[src/rtl/csr_trap_ctrl_pkg.sv]
// csr_trap_ctrl_pkg: cause codes, FSM states and tval selectors for the M-mode trap sequencer.
package csr_trap_ctrl_pkg;
    localparam int DEF_XLEN = 32;
    localparam int CAUSE_W  = 5;
    localparam logic [CAUSE_W-1:0] CAUSE_INST_MISALIGN = 5'd0;
    localparam logic [CAUSE_W-1:0] CAUSE_ILLEGAL       = 5'd2;
    localparam logic [CAUSE_W-1:0] CAUSE_BREAKPOINT    = 5'd3;
    localparam logic [CAUSE_W-1:0] CAUSE_ECALL_M       = 5'd11;
    localparam logic [CAUSE_W-1:0] CAUSE_LD_MISALIGN   = 5'd4;
    localparam logic [CAUSE_W-1:0] CAUSE_ST_MISALIGN   = 5'd6;
    localparam logic [CAUSE_W-1:0] CAUSE_MSI           = 5'd3;
    localparam logic [CAUSE_W-1:0] CAUSE_MTI           = 5'd7;
    localparam logic [CAUSE_W-1:0] CAUSE_MEI           = 5'd11;
    typedef enum logic [1:0] {S_IDLE, S_DRAIN, S_COMMIT, S_REDIRECT} state_e;
    typedef enum logic [1:0] {TV_ZERO, TV_INST, TV_ADDR} tval_sel_e;
endpackage

[src/rtl/csr_trap_ctrl_if.sv]
// csr_trap_ctrl_if: pipeline/CSR-side signals of the trap sequencer.
interface csr_trap_ctrl_if #(parameter int XLEN = csr_trap_ctrl_pkg::DEF_XLEN);
    logic            i_valid;
    logic [XLEN-1:0] i_PC;
    logic [31:0]     i_inst;
    logic [XLEN-1:0] i_badaddr;
    logic            i_ex_inst_addr, i_ex_illegal, i_ex_ebreak, i_ex_ecall, i_ex_ld_addr, i_ex_st_addr;
    logic            i_mret;
    logic            i_msip, i_mtip, i_meip;
    logic            i_mstatus_mie;
    logic [2:0]      i_mie;
    logic [XLEN-1:0] i_mtvec, i_mepc;
    logic            i_mem_busy;
    logic            o_stall, o_flush, o_trap_we, o_mret_restore, o_redirect, o_drain_err;
    logic [XLEN-1:0] o_epc, o_cause, o_tval, o_target;
    modport master (
        output i_valid, i_PC, i_inst, i_badaddr, i_ex_inst_addr, i_ex_illegal, i_ex_ebreak,
               i_ex_ecall, i_ex_ld_addr, i_ex_st_addr, i_mret, i_msip, i_mtip, i_meip,
               i_mstatus_mie, i_mie, i_mtvec, i_mepc, i_mem_busy,
        input  o_stall, o_flush, o_trap_we, o_mret_restore, o_redirect, o_drain_err,
               o_epc, o_cause, o_tval, o_target
    );
    modport slave (
        input  i_valid, i_PC, i_inst, i_badaddr, i_ex_inst_addr, i_ex_illegal, i_ex_ebreak,
               i_ex_ecall, i_ex_ld_addr, i_ex_st_addr, i_mret, i_msip, i_mtip, i_meip,
               i_mstatus_mie, i_mie, i_mtvec, i_mepc, i_mem_busy,
        output o_stall, o_flush, o_trap_we, o_mret_restore, o_redirect, o_drain_err,
               o_epc, o_cause, o_tval, o_target
    );
endinterface

[src/rtl/csr_trap_ctrl_prio_enc.sv]
// trap_prio_enc: picks the highest-priority exception, else the highest eligible interrupt.
module trap_prio_enc
    import csr_trap_ctrl_pkg::*;
#(
    parameter int XLEN = DEF_XLEN
) (
    input  logic            ex_inst_addr, ex_illegal, ex_ebreak, ex_ecall, ex_ld_addr, ex_st_addr,
    input  logic            msip, mtip, meip, mstatus_mie,
    input  logic [2:0]      mie,
    output logic            take,
    output logic            is_irq,
    output logic [XLEN-1:0] cause,
    output tval_sel_e       tval_sel
);
    logic [2:0]         irq;
    logic               exc;
    logic [CAUSE_W-1:0] code;
    always_comb begin
        irq    = {meip, mtip, msip} & mie & {3{mstatus_mie}};
        exc    = ex_inst_addr | ex_illegal | ex_ebreak | ex_ecall | ex_ld_addr | ex_st_addr;
        take   = exc | (|irq);
        is_irq = ~exc & (|irq);
        code   = ex_inst_addr ? CAUSE_INST_MISALIGN :
                 ex_illegal   ? CAUSE_ILLEGAL       :
                 ex_ebreak    ? CAUSE_BREAKPOINT    :
                 ex_ecall     ? CAUSE_ECALL_M       :
                 ex_ld_addr   ? CAUSE_LD_MISALIGN   :
                 ex_st_addr   ? CAUSE_ST_MISALIGN   :
                 irq[2]       ? CAUSE_MEI           :
                 irq[0]       ? CAUSE_MSI           : CAUSE_MTI;
        cause  = {is_irq, (XLEN-1)'(code)};
        tval_sel = !exc                     ? TV_ZERO :
                   ex_inst_addr             ? TV_ADDR :
                   ex_illegal               ? TV_INST :
                   (ex_ebreak | ex_ecall)   ? TV_ZERO : TV_ADDR;
    end
endmodule

[src/rtl/csr_trap_ctrl.sv]
// csr_trap_ctrl: M-mode trap entry (flush, drain, commit, redirect) and MRET sequencer.
module csr_trap_ctrl
    import csr_trap_ctrl_pkg::*;
#(
    parameter int XLEN      = DEF_XLEN,
    parameter int DRAIN_MAX = 15
) (
    input logic             i_clk,
    input logic             i_rst,
    csr_trap_ctrl_if.slave  bus
);
    localparam int CW = $clog2(DRAIN_MAX + 1);
    state_e            state_q, state_d;
    logic [CW-1:0]     cnt_q, cnt_d;
    logic [XLEN-1:0]   epc_q, epc_d, cause_q, cause_d, tval_q, tval_d, base;
    logic              irq_q, irq_d, mret_q, mret_d, err_q, err_d;
    logic              take, is_irq, exc, acc_trap, acc_mret;
    logic [XLEN-1:0]   cause;
    tval_sel_e         tval_sel;
    trap_prio_enc #(.XLEN(XLEN)) u_prio_enc (
        .ex_inst_addr (bus.i_ex_inst_addr),
        .ex_illegal   (bus.i_ex_illegal),
        .ex_ebreak    (bus.i_ex_ebreak),
        .ex_ecall     (bus.i_ex_ecall),
        .ex_ld_addr   (bus.i_ex_ld_addr),
        .ex_st_addr   (bus.i_ex_st_addr),
        .msip         (bus.i_msip),
        .mtip         (bus.i_mtip),
        .meip         (bus.i_meip),
        .mstatus_mie  (bus.i_mstatus_mie),
        .mie          (bus.i_mie),
        .take         (take),
        .is_irq       (is_irq),
        .cause        (cause),
        .tval_sel     (tval_sel)
    );
    always_comb begin
        state_d = state_q;
        cnt_d   = cnt_q;
        epc_d   = epc_q;
        cause_d = cause_q;
        tval_d  = tval_q;
        irq_d   = irq_q;
        mret_d  = mret_q;
        err_d   = err_q;
        bus.o_stall        = 1'b0;
        bus.o_flush        = 1'b0;
        bus.o_trap_we      = 1'b0;
        bus.o_mret_restore = 1'b0;
        bus.o_redirect     = 1'b0;
        bus.o_target       = '0;
        exc      = take & ~is_irq;
        acc_trap = bus.i_valid & take & (exc | ~bus.i_mret);
        acc_mret = bus.i_valid & bus.i_mret & ~exc;
        base     = bus.i_mtvec & ~XLEN'(3);
        case (state_q)
            S_IDLE: begin
                if (acc_trap) begin
                    epc_d   = bus.i_PC;
                    cause_d = cause;
                    tval_d  = tval_sel == TV_INST ? XLEN'(bus.i_inst) :
                              tval_sel == TV_ADDR ? bus.i_badaddr : '0;
                    irq_d   = is_irq;
                    mret_d  = 1'b0;
                    cnt_d   = '0;
                    state_d = bus.i_mem_busy ? S_DRAIN : S_COMMIT;
                    bus.o_stall = 1'b1;
                    bus.o_flush = 1'b1;
                end else if (acc_mret) begin
                    mret_d  = 1'b1;
                    state_d = S_REDIRECT;
                    bus.o_stall        = 1'b1;
                    bus.o_flush        = 1'b1;
                    bus.o_mret_restore = 1'b1;
                end
            end
            S_DRAIN: begin
                bus.o_stall = 1'b1;
                // a memory op that never finishes must not wedge the trap; commit anyway and flag it
                if (!bus.i_mem_busy) state_d = S_COMMIT;
                else if (cnt_q == CW'(DRAIN_MAX - 1)) begin
                    err_d   = 1'b1;
                    state_d = S_COMMIT;
                end else cnt_d = cnt_q + 1'b1;
            end
            S_COMMIT: begin
                bus.o_stall   = 1'b1;
                bus.o_trap_we = 1'b1;
                state_d       = S_REDIRECT;
            end
            default: begin
                bus.o_stall    = 1'b1;
                bus.o_redirect = 1'b1;
                bus.o_target   = mret_q ? bus.i_mepc :
                                 (irq_q & bus.i_mtvec[0]) ? base + {cause_q[XLEN-3:0], 2'b00} : base;
                state_d        = S_IDLE;
            end
        endcase
        bus.o_epc       = epc_q;
        bus.o_cause     = cause_q;
        bus.o_tval      = tval_q;
        bus.o_drain_err = err_q;
        if (!i_rst) begin
            state_d = S_IDLE;
            cnt_d   = '0;
            epc_d   = '0;
            cause_d = '0;
            tval_d  = '0;
            irq_d   = 1'b0;
            mret_d  = 1'b0;
            err_d   = 1'b0;
            bus.o_stall        = 1'b0;
            bus.o_flush        = 1'b0;
            bus.o_trap_we      = 1'b0;
            bus.o_mret_restore = 1'b0;
            bus.o_redirect     = 1'b0;
            bus.o_target       = '0;
            bus.o_epc          = '0;
            bus.o_cause        = '0;
            bus.o_tval         = '0;
            bus.o_drain_err    = 1'b0;
        end
    end
    always_ff @(posedge i_clk) begin
        state_q <= state_d;
        cnt_q   <= cnt_d;
        epc_q   <= epc_d;
        cause_q <= cause_d;
        tval_q  <= tval_d;
        irq_q   <= irq_d;
        mret_q  <= mret_d;
        err_q   <= err_d;
    end
endmodule

[src/flat_wrapper.sv]
// flat-port wrapper written by rule: the top's interface ports become plain ports
module csr_trap_ctrl_flat import csr_trap_ctrl_pkg::*;
#(
    parameter int XLEN      = DEF_XLEN,
    parameter int DRAIN_MAX = 15
)
  (i_clk, i_rst, bus_i_valid, bus_i_PC, bus_i_inst, bus_i_badaddr, bus_i_ex_inst_addr, bus_i_ex_illegal, bus_i_ex_ebreak, bus_i_ex_ecall, bus_i_ex_ld_addr, bus_i_ex_st_addr, bus_i_mret, bus_i_msip, bus_i_mtip, bus_i_meip, bus_i_mstatus_mie, bus_i_mie, bus_i_mtvec, bus_i_mepc, bus_i_mem_busy, bus_o_stall, bus_o_flush, bus_o_trap_we, bus_o_mret_restore, bus_o_redirect, bus_o_drain_err, bus_o_epc, bus_o_cause, bus_o_tval, bus_o_target);
  csr_trap_ctrl_if #(.XLEN(XLEN)) bus_i ();
  input logic i_clk;
  input logic i_rst;
  input wire logic [$bits(bus_i.i_valid)-1:0] bus_i_valid;
  input wire logic [$bits(bus_i.i_PC)-1:0] bus_i_PC;
  input wire logic [$bits(bus_i.i_inst)-1:0] bus_i_inst;
  input wire logic [$bits(bus_i.i_badaddr)-1:0] bus_i_badaddr;
  input wire logic [$bits(bus_i.i_ex_inst_addr)-1:0] bus_i_ex_inst_addr;
  input wire logic [$bits(bus_i.i_ex_illegal)-1:0] bus_i_ex_illegal;
  input wire logic [$bits(bus_i.i_ex_ebreak)-1:0] bus_i_ex_ebreak;
  input wire logic [$bits(bus_i.i_ex_ecall)-1:0] bus_i_ex_ecall;
  input wire logic [$bits(bus_i.i_ex_ld_addr)-1:0] bus_i_ex_ld_addr;
  input wire logic [$bits(bus_i.i_ex_st_addr)-1:0] bus_i_ex_st_addr;
  input wire logic [$bits(bus_i.i_mret)-1:0] bus_i_mret;
  input wire logic [$bits(bus_i.i_msip)-1:0] bus_i_msip;
  input wire logic [$bits(bus_i.i_mtip)-1:0] bus_i_mtip;
  input wire logic [$bits(bus_i.i_meip)-1:0] bus_i_meip;
  input wire logic [$bits(bus_i.i_mstatus_mie)-1:0] bus_i_mstatus_mie;
  input wire logic [$bits(bus_i.i_mie)-1:0] bus_i_mie;
  input wire logic [$bits(bus_i.i_mtvec)-1:0] bus_i_mtvec;
  input wire logic [$bits(bus_i.i_mepc)-1:0] bus_i_mepc;
  input wire logic [$bits(bus_i.i_mem_busy)-1:0] bus_i_mem_busy;
  output wire logic [$bits(bus_i.o_stall)-1:0] bus_o_stall;
  output wire logic [$bits(bus_i.o_flush)-1:0] bus_o_flush;
  output wire logic [$bits(bus_i.o_trap_we)-1:0] bus_o_trap_we;
  output wire logic [$bits(bus_i.o_mret_restore)-1:0] bus_o_mret_restore;
  output wire logic [$bits(bus_i.o_redirect)-1:0] bus_o_redirect;
  output wire logic [$bits(bus_i.o_drain_err)-1:0] bus_o_drain_err;
  output wire logic [$bits(bus_i.o_epc)-1:0] bus_o_epc;
  output wire logic [$bits(bus_i.o_cause)-1:0] bus_o_cause;
  output wire logic [$bits(bus_i.o_tval)-1:0] bus_o_tval;
  output wire logic [$bits(bus_i.o_target)-1:0] bus_o_target;
  assign bus_i.i_valid = bus_i_valid;
  assign bus_i.i_PC = bus_i_PC;
  assign bus_i.i_inst = bus_i_inst;
  assign bus_i.i_badaddr = bus_i_badaddr;
  assign bus_i.i_ex_inst_addr = bus_i_ex_inst_addr;
  assign bus_i.i_ex_illegal = bus_i_ex_illegal;
  assign bus_i.i_ex_ebreak = bus_i_ex_ebreak;
  assign bus_i.i_ex_ecall = bus_i_ex_ecall;
  assign bus_i.i_ex_ld_addr = bus_i_ex_ld_addr;
  assign bus_i.i_ex_st_addr = bus_i_ex_st_addr;
  assign bus_i.i_mret = bus_i_mret;
  assign bus_i.i_msip = bus_i_msip;
  assign bus_i.i_mtip = bus_i_mtip;
  assign bus_i.i_meip = bus_i_meip;
  assign bus_i.i_mstatus_mie = bus_i_mstatus_mie;
  assign bus_i.i_mie = bus_i_mie;
  assign bus_i.i_mtvec = bus_i_mtvec;
  assign bus_i.i_mepc = bus_i_mepc;
  assign bus_i.i_mem_busy = bus_i_mem_busy;
  assign bus_o_stall = bus_i.o_stall;
  assign bus_o_flush = bus_i.o_flush;
  assign bus_o_trap_we = bus_i.o_trap_we;
  assign bus_o_mret_restore = bus_i.o_mret_restore;
  assign bus_o_redirect = bus_i.o_redirect;
  assign bus_o_drain_err = bus_i.o_drain_err;
  assign bus_o_epc = bus_i.o_epc;
  assign bus_o_cause = bus_i.o_cause;
  assign bus_o_tval = bus_i.o_tval;
  assign bus_o_target = bus_i.o_target;
  csr_trap_ctrl #(.XLEN(XLEN), .DRAIN_MAX(DRAIN_MAX)) u_core (.i_clk(i_clk), .i_rst(i_rst), .bus(bus_i));
endmodule
[config.mk]
export PLATFORM = sky130hd
export DESIGN_NAME = csr_trap_ctrl_flat
export DESIGN_NICKNAME = d
export VERILOG_FILES = /design/src/rtl/csr_trap_ctrl_pkg.sv /design/src/rtl/csr_trap_ctrl_if.sv /design/src/rtl/csr_trap_ctrl_prio_enc.sv /design/src/rtl/csr_trap_ctrl.sv /design/src/flat_wrapper.sv
export SDC_FILE = /design/constraint.sdc
export NUM_CORES = 1
export LEC_CHECK = 0
export BUFFER_PORTS_ARGS = -buffer_cell sky130_fd_sc_hd__buf_2
export CAP_MARGIN = 10
export CORE_AREA = 2 2 121 123
export CTS_CLUSTER_DIAMETER = 50
export CTS_CLUSTER_SIZE = 30
export DETAILED_ROUTE_END_ITERATION = 8
export DIE_AREA = 0 0 123 125
export PLACE_DENSITY_LB_ADDON = 0.12
export SLEW_MARGIN = 20
export SYNTH_ARGS = -nofsm -noshare
export SYNTH_HDL_FRONTEND = slang
export SYNTH_SLANG_ARGS = --single-unit
[constraint.sdc]
create_clock -name i_clk -period 3.3 [get_ports i_clk]
set_input_delay 0.825 -clock i_clk [delete_from_list [all_inputs] [get_ports i_clk]]
set_output_delay 0.825 -clock i_clk [all_outputs]
set_load 0.02 [all_outputs]
# Word level (Yosys, flattened, before mapping)
# Cells that the tools add are included.
# totals
word_cells	98
regBits	79
in_bits	178
# op_classes
n_addsub	2
reduce_logical	10
muxes	47
bitwise_logic	21
n_eq_ne	10
# ops
op	count
32-bit two-way mux	9
4-bit two-way mux	10
32-bit by 7-bit adder with 32-bit output	1
2-bit two-way mux	9
1-bit two-way mux	16
1-bit OR	8
4-bit one-hot mux with 2 select lines	1
1-bit AND	7
3-bit AND	2
2-bit one-hot mux with 3 select lines	1
2-bit AND reduction	3
3-bit OR reduction	2
4-bit by 1-bit adder with 4-bit output (second input constant)	1
2-bit by 1-bit == test with 1-bit output (second input constant)	2
2-bit == test (second input constant)	2
4-bit == test (second input constant)	1
2-bit inequality test (second input constant)	2
1-bit inverter	4
4-bit AND reduction	1
2-bit nonzero test	2
3-bit two-way mux	1
3-bit by 1-bit inequality test with 1-bit output (second input constant)	1
3-bit by 2-bit inequality test with 1-bit output (second input constant)	1
3-bit AND reduction	1
other kinds (2)	2

# Logic depth before layout (Yosys ltp)
# depth
ltp_word	15
mapped_depth	8
mapped_depth_nobuf	8

# By module
# A second synthesis with hierarchy kept.
# unflattened
hier_cells	1004
area_unflattened_um2	6952.9
# modules_own_cells
mod	area_each_um2	cells_each	n_inst	seq_area_each_um2
csr_trap_ctrl	6605.1	957	1	2102.0
trap_prio_enc	347.8	47	1	0.0

# Worst setup path after synthesis
# No wires, ideal clock.
# synth_timing
path_type	input port to output port
startpoint	input bus_i_mtvec[2]
endpoint	output bus_o_target[24]
arrival_ns	2.896
path_buffers	0
slack_ns	-0.421
stages	8
cell_sequence	ha_1 > inv_1 > fa_1 > and2b_1 > o21ai_4 > a21o_1 > or4_1 > a31oi_1
# synth_via
elab_chain_len	5
# synth_rtl
item	line	rtl
start: declaration	flat_wrapper.sv:27	input wire logic [$bits(bus_i.i_mtvec)-1:0] bus_i_mtvec;
32-bit by 7-bit adder with 32-bit output	csr_trap_ctrl.sv:95	(irq_q & bus.i_mtvec[0]) ? base + {cause_q[XLEN-3:0], 2'b00} : base;
32-bit two-way mux	csr_trap_ctrl.sv:95	
32-bit two-way mux	csr_trap_ctrl.sv:94	bus.o_target = mret_q ? bus.i_mepc :
32-bit two-way mux	csr_trap_ctrl.sv:56	case (state_q)
32-bit two-way mux	csr_trap_ctrl.sv:103	if (!i_rst) begin
end: declaration	flat_wrapper.sv:39	output wire logic [$bits(bus_i.o_target)-1:0] bus_o_target;
# Every way passes these cells.

# Worst setup path in the final report
# layout_timing
startpoint	input bus_i_mtvec[2]
endpoint	output bus_o_target[30]
# The elaborated chain is that of the path after synthesis.

==> results.md <==
- For this run, the slowest stage of the critical path takes 0.35 ns.
- The number of max-slew violations in the final report is 0.
- Leaving out fill and tap cells, the most frequent cells in the layout are 264 x sky130_fd_sc_hd__buf_2, 113 x sky130_fd_sc_hd__nor2_1, 87 x sky130_fd_sc_hd__a21oi_1.
- The boundary pin count is 312.
- The launch point of the worst reg-to-reg path is u_core.state_q[1].
- The initial antenna violation count came to 3.
- The net switching power of the design is 1.492 mW.
- The endpoint type of the worst setup path is an output pin.
- The worst flop-to-flop path endpoint is u_core.tval_q[26].
- Across the routed clock network, the largest skew measured is 0.009484 ns.
- The portion of the clock cycle consumed by the worst path in the final layout is 105.7%.
- The switching portion of total power is 37.03%.
- The post-synthesis instance area is 5169 um^2.
- Clock-pin slew was measured on the worst setup and hold paths at 0.07 ns.
- Routability-driven placement finished with a final weighted congestion of 0.7987.
- In this run the remaining antenna-violating nets after routing total 0.
- Yosys mapped a number of flops with a built-in enable equal to 0.
- The count of unique library cells instantiated by Yosys is 59.
- Entering global routing, the biggest net connects 58 pins.
- The critical path class is in -> out.
- For this configuration, the core starts out at a cell density of 36.39%.
- The first-pass iteration count of the detailed router is 4.
- The cell count of the worst reg-to-reg path is 7.
- The minimum period implied by the final worst setup slack is 3.488 ns.
- In the global route stage, overall resource usage came out at 21.46%.
- The worst hold path begins at u_core.err_q.
- The maximum fanout count along the critical path is 3.
- The number of synthesized register bits is 77.
- The number of rows created at floorplan is 44.
- Counting instances, the worst hold path has a depth of 1.
- The post-route netlist has 40.66% of its cells at a drive strength greater than 1.
- The category of the worst setup path launch point is a primary input.
- The part of the total power dissipated in combinational logic is 41.4%.
- The synthesized instance count is 687.
- The internal power component is 2.538 mW.
- For this design the ratio of total power to cell area is 538.3 nW/um^2.
- The number of global-route vias before repair is 5338.
- Including well taps, the total number of placed cells is 1135.
- The global-route wire length before repair is 26810 um.
- The total wire length is 17140 um.
- Counting flops with an async set or reset pin after synthesis yields a share of 0%.
- The flow ran to the end, but the final reports show violations.
- The core region is 14200 um^2.
- The checks that failed: setup timing.
- Buffers inserted during clock tree synthesis total 9.
- The cell at the root of the clock tree is sky130_fd_sc_hd__clkbuf_16.
- The count of cells in the finished layout, fillers not included, comes to 1155.
- The register-to-register setup slack is 1.52 ns.
- Summing internal, switching and leakage power gives 4.030 mW.
- The master of the slowest instance on the critical path is sky130_fd_sc_hd__fa_2.
- The number of clock sinks seen by CTS is 77.
- The die extent in x is 123 um.
- The transition time at the pin with the least slew margin is 0.9740 ns.
- The source-to-sink clock delay at the later pin of the worst-skew pair is 0.33 ns.
- Relative to the synthesized area, the layout overhead comes to 44.83%.
- The post-layout worst setup margin is -0.1884 ns.
- Setup violations remaining at the end of the flow were counted as 11.
- The most common cell after layout, fill and taps aside is sky130_fd_sc_hd__buf_2.
- Summed over all layers, the global routing overflow is 0.
- In the final routed layout, each cell accounts on average for 14.84 um.
- The floorplan die height is 125 um.
- Timing would allow up to 286.7 MHz.
- The maximum vdd ir drop is 282.7 uV.
- The fraction of power consumed by sequential logic is 31.5%.
- The predominant post-synthesis flop cell is sky130_fd_sc_hd__dfxtp_1.
- Setup repair after global routing could not meet its margin everywhere.
- The cell that appears most often on the critical path is sky130_fd_sc_hd__buf_6.
- The number of H-tree levels is 3.
- The count of buffers added on input and output ports is 283.
- Max-cap violations in this run came to 0.
- The number of design rule violations left after detail routing is 0.
- Timing analysis after detailed placement gives a worst setup slack of -0.3672 ns.
- The relative max-transition margin is 35.07%.
- The leakage power figure is 3.592 nW.
- Summing the sequential cell areas from Yosys gives 29.82% of the chip area.
- The number of violations reported at the end of detailed-routing iteration 0 is 235.
- The TritonCTS clock tree is done.
- The detailed-route vias per instance is 4.939.
- The Yosys warning count is 0.
- After synthesis, the mean cell area works out to 7.524 um^2.
- The overall die area is 15380 um^2.
- The share of total power in the clock network is 27.1%.
- Summed over all failing endpoints, the final setup total negative slack is -1.134 ns.
- The min-delay analysis places its worst path in the category reg -> reg.
- The count of final hold-check violations came to 0.
- In this run the deepest clock path goes through 2 buffers.
- Walking the worst path, the cells encountered are buf_8 -> ha_4 -> inv_2 -> fa_2 -> and2b_2 -> o21ai_4 -> buf_6 -> a2111oi_4 -> xnor2_2 -> o31ai_4 -> buf_6.
- Summing over every cut layer, the via total after detailed routing is 5704.
- Hold is met by 0.4576 ns.
- The endpoint with the worst hold slack is u_core.err_q.
- The worst path arrival time is 2.66 ns.
- For this run, the post-layout net count is 1153.
- For the worst setup path, the data required time is 2.47 ns.
- The post-detailed-placement half-perimeter wirelength is 12740 um.
==> per-stage QoR <==
step	area, um^2	utilization (%)
after floorplan	5349	-
after global placement	6840	48.16
after detailed placement	6840	48.16
after CTS	7303	51.42
after global routing	7483	52.69
final	7486	52.70
==> power by group through the flow <==
stage               Sequential (mW)  Combinational (mW)  Clock [mW]
detailed placement             1.29                1.61           0
finish                         1.27                1.67        1.09
CTS                            1.27                1.65        1.12
global placement               1.28                1.61           0
global route                   1.30                1.87        1.16
floorplan                      1.27                1.13           0
==> sequential cells by signal, indices dropped and copies added (netlist names) <==
name	count
u_core.epc_q	32
u_core.cause_q	5
u_core.mret_q	1
u_core.err_q	1
u_core.tval_q	32
u_core.cnt_q	4
u_core.state_q	2
==> Yosys cell counts (5+ instances only) <==
cell type,instances,area share (%)
sky130_fd_sc_hd__dfxtp_1,77,30
sky130_fd_sc_hd__nand2b_1,5,0.61
sky130_fd_sc_hd__buf_4,32,4.6
sky130_fd_sc_hd__inv_1,17,1.2
sky130_fd_sc_hd__nor2_1,114,8.3
sky130_fd_sc_hd__nand2_1,24,1.7
sky130_fd_sc_hd__nand3_1,14,1.4
sky130_fd_sc_hd__xnor2_1,20,3.4
sky130_fd_sc_hd__and2_1,72,8.7
sky130_fd_sc_hd__ha_1,10,2.4
sky130_fd_sc_hd__and3_1,6,0.73
sky130_fd_sc_hd__clkbuf_1,39,2.8
sky130_fd_sc_hd__nor3_1,7,0.68
sky130_fd_sc_hd__a221oi_1,33,5.6
sky130_fd_sc_hd__a21oi_1,101,9.8
sky130_fd_sc_hd__o21ai_0,32,3.1
sky130_fd_sc_hd__and4_1,5,0.85
==> layout make-up <==
| cell class | instances | area (um^2) |
|---|---|---|
| clock inverters | 7 | 102.6 |
| flip-flops and latches | 77 | 1541 |
| multi-input cells | 540 | 3522 |
| inverters | 18 | 67.56 |
| diodes | 2 | 5.005 |
| fillers | 1457 | 6718 |
| well taps | 184 | 230.2 |
| clock buffers | 9 | 225.2 |
| repair buffers | 318 | 1792 |
==> kinds of logic (layout without fill, tap and decap cells) <==
group | count (synthesis) | in the layout | synth area share, %
and+or+nand+nor | 273 | 273 | 27.50
AOI/OAI and AO/OA | 204 | 204 | 25.80
buffers and inverters | 96 | 352 | 9.683
DFF | 77 | 77 | 29.82
xor gates and xnor gates | 22 | 22 | 3.728
adders and majority gates | 11 | 11 | 2.808
muxes | 3 | 3 | 0.5810
other | 1 | 29 | 0.07255
==> how the worst max path moves through the flow <==
stage | startpoint | end | slack, ns | cells after the start
3_3_place_gp | bus_i_mtvec[2] | bus_o_target[24] | -0.34 | 10
6_report | bus_i_mtvec[2] | bus_o_target[30] | -0.19 | 11
2_1_floorplan | bus_i_mtvec[2] | bus_o_target[24] | -0.19 | 8
3_5_place_dp | bus_i_mtvec[2] | bus_o_target[24] | -0.37 | 10
4_1_cts | bus_i_mtvec[2] | bus_o_target[30] | -0.23 | 11
5_1_grt | bus_i_mtvec[2] | bus_o_target[30] | -0.24 | 11
==> timing repair <==
action / 4_1_cts / 5_1_grt
cloned: 0 / 0
endpoints found under the hold margin: 0 / 0
setup endpoints to repair: 25 / 21
setup buffers: 0 / 2
resized for setup: 32 / 34
hold buffers: 0 / 0
pin swaps: 20 / 32
==> per-layer routing <==
metal | global-route usage, % | wire [um] | up-vias
met1 | 25.96 | 7090 | 2547
li1 | - | - | 2915
met4 | 6.417 | 342 | 2
met3 | 6.159 | 1454 | 27
met2 | 36.59 | 8239 | 213
met5 | 0 | 11 | -
==> critical path: cells and delay by family <==
| family | cells | cell delay (ns) |
|---|---|---|
| buffers and inverters | 4 | 0.40 |
| AND/OR/NAND/NOR | 1 | 0.25 |
| adder cells (fa/ha/maj) | 2 | 0.47 |
| XOR/XNOR | 1 | 0.12 |
| AO/OA/AOI/OAI | 3 | 0.60 |
No activity file was read; power rests on OpenSTA's default activity.
